File: src/rtl/seven_seg_pkg.sv
// seven_seg_pkg
// Shared constants for the seven-segment scan driver.
//   GLYPH_TABLE  : hex digit -> segment pattern, bit order {G,F,E,D,C,B,A}
//   hex_to_glyph : nibble lookup into GLYPH_TABLE
//   SEG_OFF      : segment bus value with every segment dark (before polarity)
//   DP_OFF       : decimal point dark (before polarity)
package seven_seg_pkg;

   localparam logic [6:0] GLYPH_TABLE [16] = '{
      7'h3F, 7'h06, 7'h5B, 7'h4F,   // 0 1 2 3
      7'h66, 7'h6D, 7'h7D, 7'h07,   // 4 5 6 7
      7'h7F, 7'h6F, 7'h77, 7'h7C,   // 8 9 A b
      7'h39, 7'h5E, 7'h79, 7'h71    // C d E F
   };

   localparam logic [6:0] SEG_OFF = 7'h00;
   localparam logic       DP_OFF  = 1'b0;

   function automatic logic [6:0] hex_to_glyph(input logic [3:0] nibble);
      return GLYPH_TABLE[nibble];
   endfunction

endpackage

File: src/rtl/seven_seg_mux_hex_glyph.sv
// hex_glyph
// Combinational hex-to-seven-segment decoder (active-high segments).
//   i_nibble : hex digit 0..F
//   o_seg    : segments {G,F,E,D,C,B,A}
module hex_glyph
   import seven_seg_pkg::*;
(
   input  logic [3:0] i_nibble,
   output logic [6:0] o_seg
);

   assign o_seg = hex_to_glyph(i_nibble);

endmodule

File: src/rtl/seven_seg_mux.sv
// seven_seg_mux
// Time-multiplexed driver for a bank of seven-segment digits sharing one
// segment bus. Each digit gets a CLK_DIV-cycle slot; the first DEAD cycles
// of a slot keep every anode off to suppress ghosting. New content is staged
// in a pending register and only copied to the display register at a frame
// boundary, so a frame is never torn.
//   clk        : sole clock
//   rst        : synchronous, active-high reset
//   en         : display enable (anodes only; counters keep running)
//   load       : capture value/dp into the pending register
//   value      : nibble i drives digit i, digit 0 rightmost
//   dp         : decimal point per digit
//   seg        : segments A..G on seg[0]..seg[6]
//   dp_out     : decimal point segment
//   an         : one-hot digit select
//   frame_tick : one-cycle pulse after each frame boundary
module seven_seg_mux
   import seven_seg_pkg::*;
#(
   parameter int DIGITS         = 4,
   parameter int CLK_DIV        = 50000,
   parameter int DEAD           = 1,
   parameter int BLANK_LZ       = 1,
   parameter int SEG_ACTIVE_LOW = 0,
   parameter int AN_ACTIVE_LOW  = 0
) (
   input  logic                  clk,
   input  logic                  rst,
   input  logic                  en,
   input  logic                  load,
   input  logic [4*DIGITS-1:0]   value,
   input  logic [DIGITS-1:0]     dp,
   output logic [6:0]            seg,
   output logic                  dp_out,
   output logic [DIGITS-1:0]     an,
   output logic                  frame_tick
);

   localparam int CW = $clog2(CLK_DIV);
   localparam int IW = $clog2(DIGITS);

   localparam logic [CW-1:0]     CNT_MAX  = CW'(CLK_DIV - 1);
   localparam logic [IW-1:0]     IDX_MAX  = IW'(DIGITS - 1);
   localparam logic [6:0]        SEG_MASK = (SEG_ACTIVE_LOW != 0) ? 7'h7F : 7'h00;
   localparam logic              DP_MASK  = (SEG_ACTIVE_LOW != 0);
   localparam logic [DIGITS-1:0] AN_MASK  = (AN_ACTIVE_LOW != 0) ? '1 : '0;

   logic [CW-1:0]        r_cnt;
   logic [IW-1:0]        r_idx;
   logic [4*DIGITS-1:0]  r_disp_val;
   logic [DIGITS-1:0]    r_disp_dp;
   logic [4*DIGITS-1:0]  r_pend_val;
   logic [DIGITS-1:0]    r_pend_dp;
   logic                 r_pend_flag;

   logic [6:0]           r_seg;
   logic                 r_dp;
   logic [DIGITS-1:0]    r_an;
   logic                 r_frame_tick;

   logic                 w_slot_end;
   logic                 w_frame_end;
   logic                 w_live;
   logic [DIGITS-1:0]    w_onehot;
   logic [DIGITS-1:0]    w_blank;
   logic                 w_zero_above;
   logic [3:0]           w_nibble;
   logic [6:0]           w_glyph;
   logic                 w_cur_dp;
   logic                 w_cur_blank;
   logic [DIGITS-1:0]    w_an_raw;

   assign w_slot_end  = (r_cnt == CNT_MAX);
   assign w_frame_end = w_slot_end && (r_idx == IDX_MAX);

   // With no dead time the compare would be constant, so it is left out.
   generate
      if (DEAD == 0) begin : g_no_dead
         assign w_live = 1'b1;
      end else begin : g_dead
         localparam logic [CW-1:0] DEAD_C = CW'(DEAD);
         assign w_live = (r_cnt >= DEAD_C);
      end
   endgenerate

   always_ff @(posedge clk) begin
      if (rst) begin
         r_cnt <= '0;
         r_idx <= '0;
      end else if (w_slot_end) begin
         r_cnt <= '0;
         r_idx <= (r_idx == IDX_MAX) ? '0 : r_idx + 1'b1;
      end else begin
         r_cnt <= r_cnt + 1'b1;
      end
   end

   // A load coinciding with the boundary bypasses the pending stage, so the
   // newest content always wins and the flag ends up clear.
   always_ff @(posedge clk) begin
      if (rst) begin
         r_disp_val  <= '0;
         r_disp_dp   <= '0;
         r_pend_val  <= '0;
         r_pend_dp   <= '0;
         r_pend_flag <= 1'b0;
      end else begin
         if (load) begin
            r_pend_val  <= value;
            r_pend_dp   <= dp;
            r_pend_flag <= 1'b1;
         end
         if (w_frame_end) begin
            if (load) begin
               r_disp_val  <= value;
               r_disp_dp   <= dp;
               r_pend_flag <= 1'b0;
            end else if (r_pend_flag) begin
               r_disp_val  <= r_pend_val;
               r_disp_dp   <= r_pend_dp;
               r_pend_flag <= 1'b0;
            end
         end
      end
   end

   always_comb begin
      w_onehot = '0;
      w_nibble = 4'h0;
      for (int i = 0; i < DIGITS; i++) begin
         w_onehot[i] = (r_idx == IW'(i));
         if (r_idx == IW'(i)) begin
            w_nibble = r_disp_val[i*4 +: 4];
         end
      end
   end

   // Walk from the most significant digit down; a digit is blanked while
   // every nibble from the top down to it is zero and its own dp is off.
   always_comb begin
      w_zero_above = 1'b1;
      w_blank      = '0;
      for (int i = DIGITS - 1; i >= 1; i--) begin
         w_zero_above = w_zero_above && (r_disp_val[i*4 +: 4] == 4'h0);
         w_blank[i]   = (BLANK_LZ != 0) && w_zero_above && !r_disp_dp[i];
      end
   end

   hex_glyph u_hex_glyph (
      .i_nibble (w_nibble),
      .o_seg    (w_glyph)
   );

   assign w_cur_dp    = |(r_disp_dp & w_onehot);
   assign w_cur_blank = |(w_blank & w_onehot);
   assign w_an_raw    = (en && w_live && !w_cur_blank) ? w_onehot : '0;

   always_ff @(posedge clk) begin
      if (rst) begin
         r_seg        <= SEG_OFF ^ SEG_MASK;
         r_dp         <= DP_OFF ^ DP_MASK;
         r_an         <= AN_MASK;
         r_frame_tick <= 1'b0;
      end else begin
         r_seg        <= w_glyph ^ SEG_MASK;
         r_dp         <= w_cur_dp ^ DP_MASK;
         r_an         <= w_an_raw ^ AN_MASK;
         r_frame_tick <= w_frame_end;
      end
   end

   assign seg        = r_seg;
   assign dp_out     = r_dp;
   assign an         = r_an;
   assign frame_tick = r_frame_tick;

endmodule
File: config.mk
export PLATFORM = sky130hd
export DESIGN_NAME = seven_seg_mux
export DESIGN_NICKNAME = d
export VERILOG_FILES = /design/src/rtl/seven_seg_pkg.sv /design/src/rtl/seven_seg_mux_hex_glyph.sv /design/src/rtl/seven_seg_mux.sv
export SDC_FILE = /design/constraint.sdc
export NUM_CORES = 1
export LEC_CHECK = 0
export ABC_AREA = 1
export BUFFER_PORTS_ARGS = -buffer_cell sky130_fd_sc_hd__buf_2
export CAP_MARGIN = 20
export CORE_ASPECT_RATIO = 1.4
export CORE_MARGIN = 8
export CORE_UTILIZATION = 30
export CTS_CLUSTER_DIAMETER = 200
export DETAILED_ROUTE_END_ITERATION = 7
export SLEW_MARGIN = 20
export SYNTH_ARGS = -nofsm -noshare
export SYNTH_HDL_FRONTEND = slang
export SYNTH_SLANG_ARGS = --single-unit
File: constraint.sdc
create_clock -name clk -period 2.98 [get_ports clk]
set_clock_uncertainty 0.2 [all_clocks]
set_input_delay 0.596 -clock clk [delete_from_list [all_inputs] [get_ports clk]]
set_output_delay 0.596 -clock clk [all_outputs]
set_load 0.1 [all_outputs]
---- After elaboration in Yosys (flattened, before gate mapping) ----
Memory sizes are Yosys's and may differ from the RTL's. A register that Yosys moved wholly into a read port is not among the register bits.
Index checks and enable logic that the tools add are counted.
storage, ports and cells
  bits in registers ....................... 65
  memory bits (read-only) ................. 112
  input bits .............................. 24
  memories kept ........................... 1
cells by class
  $add $sub $neg .......................... 2
  order comparisons ....................... 1
  eq/ne operators ......................... 4
  multiplexer cells ....................... 13
  bitwise operators ....................... 4
  reductions and logical operators ........ 22
memories
  memory           words  width  rd ports  clocked after memory_dff  write ports  RTL line             source
  (no name shown)  16     7      1         1                         0            seven_seg_pkg.sv:20  return GLYPH_TABLE[nibble];
operators by type and width
  operator                                                                               number
  16-bit two-way mux                                                                     2
  4-bit two-way mux                                                                      6
  16-bit by 1-bit adder with 16-bit output (second input constant)                       1
  16-bit == test (second input constant)                                                 1
  16-bit by 1-bit greater-or-equal comparator with 1-bit output (second input constant)  1
  4-bit zero test                                                                        3
  4-bit AND                                                                              2
  1-bit logical AND                                                                      8
  4-bit OR reduction                                                                     2
  4-bit inverter with 5-bit output                                                       1
  2-bit == test (second input constant)                                                  2
  1-bit zero test                                                                        4
  1-bit two-way mux                                                                      4
  2-bit OR reduction                                                                     2
  2-bit by 1-bit adder with 2-bit output (second input constant)                         1
  2-bit by 1-bit == test with 1-bit output (second input constant)                       1
  2-bit zero test                                                                        1
  2-bit two-way mux                                                                      1
  2-bit AND reduction                                                                    1
  2-bit nonzero test                                                                     1
  1-bit inverter                                                                         1

---- Depth between registers and ports, before layout ----
  depth after elaboration ................. 10
  gate-level depth with buffers ........... 13

---- Cells and area by module ----
Synthesis repeated with hierarchy kept, for this count alone.
unflattened totals
  cell total of the unflattened synthesis .. 540
  area, all modules ....................... 3588.4 um^2
modules (own cells, without submodules)
  module         times used  cells an instance  area each (um^2)
  seven_seg_mux  1           488                3318.2
  hex_glyph      1           52                 270.3

---- Worst setup path after synthesis ----
No wires, ideal clock.
  kind .................................... register to register
  from .................................... reg r_idx[1]
  to ...................................... reg r_seg[4], in the netlist seg[4]
  arrival time ............................ 1.730 ns
  slack ................................... 0.942 ns
  cell stages (with the launch flop) ...... 11
  buffers on the path ..................... 1
  period minus slack after synthesis ...... 2.038 ns
  cell sequence ........................... dfxtp_1 -> ha_1 -> buf_2 -> inv_1 -> o21ai_0 -> ha_1 -> nand3_1 -> nor2_1 -> nor2_1 -> nand2_1 -> inv_1
RTL lines
  what                                                    RTL line              source
  start: declaration                                      seven_seg_mux.sv:49   logic [IW-1:0] r_idx;
  start signal: assignment                                seven_seg_mux.sv:92   r_idx <= (r_idx == IDX_MAX) ? '0 : r_idx + 1'b1;
  2-bit == test                                           n/a
  named net w_onehot[3]                                   seven_seg_mux.sv:64   logic [DIGITS-1:0] w_onehot;
  4-bit two-way mux                                       seven_seg_mux.sv:132  if (r_idx == IW'(i)) begin
  4-bit inverter with 5-bit output (implied by the code)  seven_seg_pkg.sv:20
  end: declaration                                        seven_seg_mux.sv:56   logic [6:0] r_seg;
The timed path passes the listed nets, and every way through them passes these cells.
A chain may end at the register's enable or synchronous reset.

---- Final worst setup path ----
  from .................................... reg r_idx[1]
  to ...................................... reg r_seg[4], in the netlist seg[4]
RTL lines
  what                                                    RTL line
  2-bit by 1-bit == test with 1-bit output                n/a
  named net w_onehot[1]                                   seven_seg_mux.sv:64
  4-bit two-way mux (3 in a row)                          seven_seg_mux.sv:132
  4-bit inverter with 5-bit output (implied by the code)  seven_seg_pkg.sv:20
The timed path passes the listed nets, and every way through them passes these cells.

==> flow_metrics.env <==
export IMPL_routabilityCongestion=0.953
export IMPL_die_h_um=143
export IMPL_ant_nets=0
export IMPL_setup_tns_ps=0
export IMPL_cts_hold_buf=0
export IMPL_final_cell_mix="nand2_1 (107), nor2_1 (74), dfxtp_1 (72), inv_1 (65), buf_2 (36)"
export IMPL_fmax_ghz=0.439
export IMPL_grtUsageMet3=0.0356
export IMPL_routedWlPerCell_um=12.3
export IMPL_slew_headroom=0.605
export IMPL_io_buffer_count=36
export IMPL_synth_avg_cell_area_um2=7.13
export IMPL_hpwl_mm=6.30
export IMPL_max_vdd_ir_drop_v=0.000285
export IMPL_rrSetupSlack_ps=700
export IMPL_crit_path_end_kind="flop"
export IMPL_grt_pass1_vias=2947
export IMPL_hold_start="r_pend_flag$_SDFF_PP0_"
export IMPL_synth_seq_cells=72
export IMPL_wl_mm=8.24
export IMPL_p_per_area_nw_per_um2=547
export IMPL_slew_violations=0
export IMPL_yosys_warnings=0
export IMPL_post_cts_buffers=0
export IMPL_synthCells=484
export IMPL_min_to="r_pend_flag$_SDFF_PP0_"
export IMPL_path_delay_family="simple AND/OR/NAND/NOR gates"
export IMPL_crit_chain="inv_1 > ha_1 > inv_1 > nand2_1 > nand3_1 > nand2_1 > o21ai_0 > ha_1 > nand3_1 > nor2_1 > nor2_1 > nand2_1 > inv_1"
export IMPL_ys_seq_area_frac=0.417
export IMPL_r2r_end="seg[4]$_SDFF_PP0_"
export IMPL_p_int_mw=1.71
export IMPL_fp_dieW_um=107
export IMPL_slowest_stage="dfxtp_1"
export IMPL_cts_buffer_depth=2
export IMPL_cts_tree="yes"
export IMPL_synth_cell_types=29
export IMPL_comb_power_share=0.068
export IMPL_setup_worst_path_start="r_idx[1]$_SDFFE_PP0N_"
export IMPL_htreeDepth=3
export IMPL_rsz0062_at_grt="no"
export IMPL_grt_usage=0.112
export IMPL_tightest_slew_ps=586
export IMPL_antenna_found_initial=0
export IMPL_vias=3014
export IMPL_layout_setup_ws_ps=703
export IMPL_hold_violations=0
export IMPL_core_um2=11300
export IMPL_nets=558
export IMPL_period_needed_ps=2280
export IMPL_numCtsBuffers=9
export IMPL_swShare=0.237
export IMPL_grt_max_degree=30
export IMPL_crit_arrival_ps=2310
export IMPL_power_leakage_nw=1.83
export IMPL_pre_cts_slack_ps=722
export IMPL_met1_usage=0.119
export IMPL_viasPerCell=4.51
export IMPL_finalSetupViolCount=0
export IMPL_path_buf_inv=3
export IMPL_root_buffer="clkbuf_16"
export IMPL_syn_to_final_growth_pct=18.5
export IMPL_drt_iter0_markers=134
export IMPL_busiest_layer="met2"
export IMPL_mappedNetlistArea_um2=3450
export IMPL_hold_depth=2
export IMPL_r2r_cells=13
export IMPL_crit_required_ps=3010
export IMPL_startpoint_type="flop"
export IMPL_status="finished, final reports clean"
export IMPL_syn_nets=522
export IMPL_fin_hold_ws_ps=272
export IMPL_dieArea_um2=15200
export IMPL_final_common_cell="nand2_1"
export IMPL_cap_violations=0
export IMPL_path_class="flop to flop"
export IMPL_reg2reg_from="r_idx[1]$_SDFFE_PP0N_"
export IMPL_grt_overflow=0
export IMPL_route_detailed_drc=0
export IMPL_drive_above_1_share=0.130
export IMPL_pwr_share_seq=0.446
export IMPL_initial_core_util=0.306
export IMPL_synth_edff_count=0
export IMPL_synth_main_ff_cell="dfxtp_1"
export IMPL_fin_crit_sh=0.764
export IMPL_path_clk_slew_ps=60
export IMPL_cts_resized=0
export IMPL_hold_path_class="flop to flop"
export IMPL_clkPwrFrac=0.486
export IMPL_ios=37
export IMPL_grt_util_met2=0.194
export IMPL_p_sw_mw=0.531
export IMPL_cp_max_fo=7
export IMPL_cts_sinks=72
export IMPL_async_reset_ff_frac=0
export IMPL_clock_latency_ps=330
export IMPL_max_stage_delay_ps=380
export IMPL_drtPass1Iterations=4
export IMPL_diodes=0
export IMPL_row_count=46
export IMPL_grt_first_pass_wirelength_mm=13.5
[flip-flops by register name, summed over array words and instances, names as in the netlist]
signal,cells
an,4
r_disp_val,16
r_cnt,16
seg,7
r_pend_dp,4
dp_out,1
r_idx,2
r_pend_val,16
r_pend_flag,1
r_disp_dp,4
frame_tick,1
[worst max-delay path by stage]
stage | endpoint | cells after the start | slack (ps)
floorplan | seg[4]$_SDFF_PP0_ | 10 | 940
global placement | seg[2]$_SDFF_PP0_ | 9 | 790
detailed placement | seg[4]$_SDFF_PP0_ | 13 | 720
CTS | seg[4]$_SDFF_PP0_ | 13 | 710
global route | seg[4]$_SDFF_PP0_ | 13 | 380
finish | seg[4]$_SDFF_PP0_ | 13 | 700
[through the flow]
stage          cell area (um2)  total power, mW  std cells   util
2_1_floorplan             3450             1.13        484      -
4_1_cts                   4090             2.28        669  0.363
6_report                  4090             2.24        669  0.363
3_3_place_gp              3790             1.17        653  0.336
3_5_place_dp              3790             1.17        653  0.336
5_1_grt                   4090             2.33        669  0.363
[worst reg2reg max path, stage by stage, from the launching register on]
cell and delay [ps]:
dfxtp_1 380, inv_1 80, ha_1 260, inv_1 170
nand2_1 70, nand3_1 90, nand2_1 50, o21ai_0 230
ha_1 280, nand3_1 110, nor2_1 110, nor2_1 50
nand2_1 70, inv_1 30
[cell type report]
| class | count | area, um2 |
|---|---|---|
| Clock buffer | 10 | 239 |
| Clock inverter | 6 | 65.1 |
| Tap cell | 144 | 180 |
| Multi-Input combinational cell | 322 | 1660 |
| Fill cell | 1233 | 7190 |
| Sequential cell | 72 | 1440 |
| Inverter | 72 | 270 |
| Timing Repair Buffer | 43 | 233 |
[power by group through the flow]
| stage | Clock, mW | Combinational, mW | Sequential [mW] |
|---|---|---|---|
| detailed placement | 0 | 0.153 | 1.02 |
| floorplan | 0 | 0.0706 | 1.06 |
| global placement | 0 | 0.152 | 1.02 |
| CTS | 1.12 | 0.154 | 0.998 |
| global route | 1.17 | 0.166 | 1.00 |
| finish | 1.09 | 0.151 | 0.998 |
[synth_stat cells, types with 2 or more instances]
master,n,share of area
nand2_1,107,0.12
nor4_1,2,0.0036
inv_2,5,0.0054
nor2_1,74,0.080
mux2i_1,20,0.058
nand3_1,26,0.038
clkinv_1,2,0.0022
nand4_1,25,0.045
nand3b_1,2,0.0043
inv_1,65,0.071
dfxtp_1,72,0.42
nor3_1,8,0.012
o21ai_0,10,0.014
buf_2,9,0.013
buf_1,2,0.0022
clkbuf_1,7,0.0076
a21oi_1,22,0.032
xor2_1,2,0.0051
ha_1,14,0.051
[cells by family after synthesis]
logic type	count (synthesis)	synth area share
AO/OA/AOI/OAI	36	0.0547
XOR/XNOR	2	0.00507
adder cells (fa/ha/maj)	14	0.0507
buffers and inverters	90	0.101
flip-flops	72	0.417
multiplexers	20	0.0580
AND/OR/NAND/NOR	250	0.313
[routing by layer]
layer / wire [um] / up-vias
li1: - / 1606
met1: 3480 / 1327
met2: 4150 / 66
met3: 400 / 15
met4: 221 / 0
met5: 0 / -
Note: power is estimated with default switching activity, not from simulation.
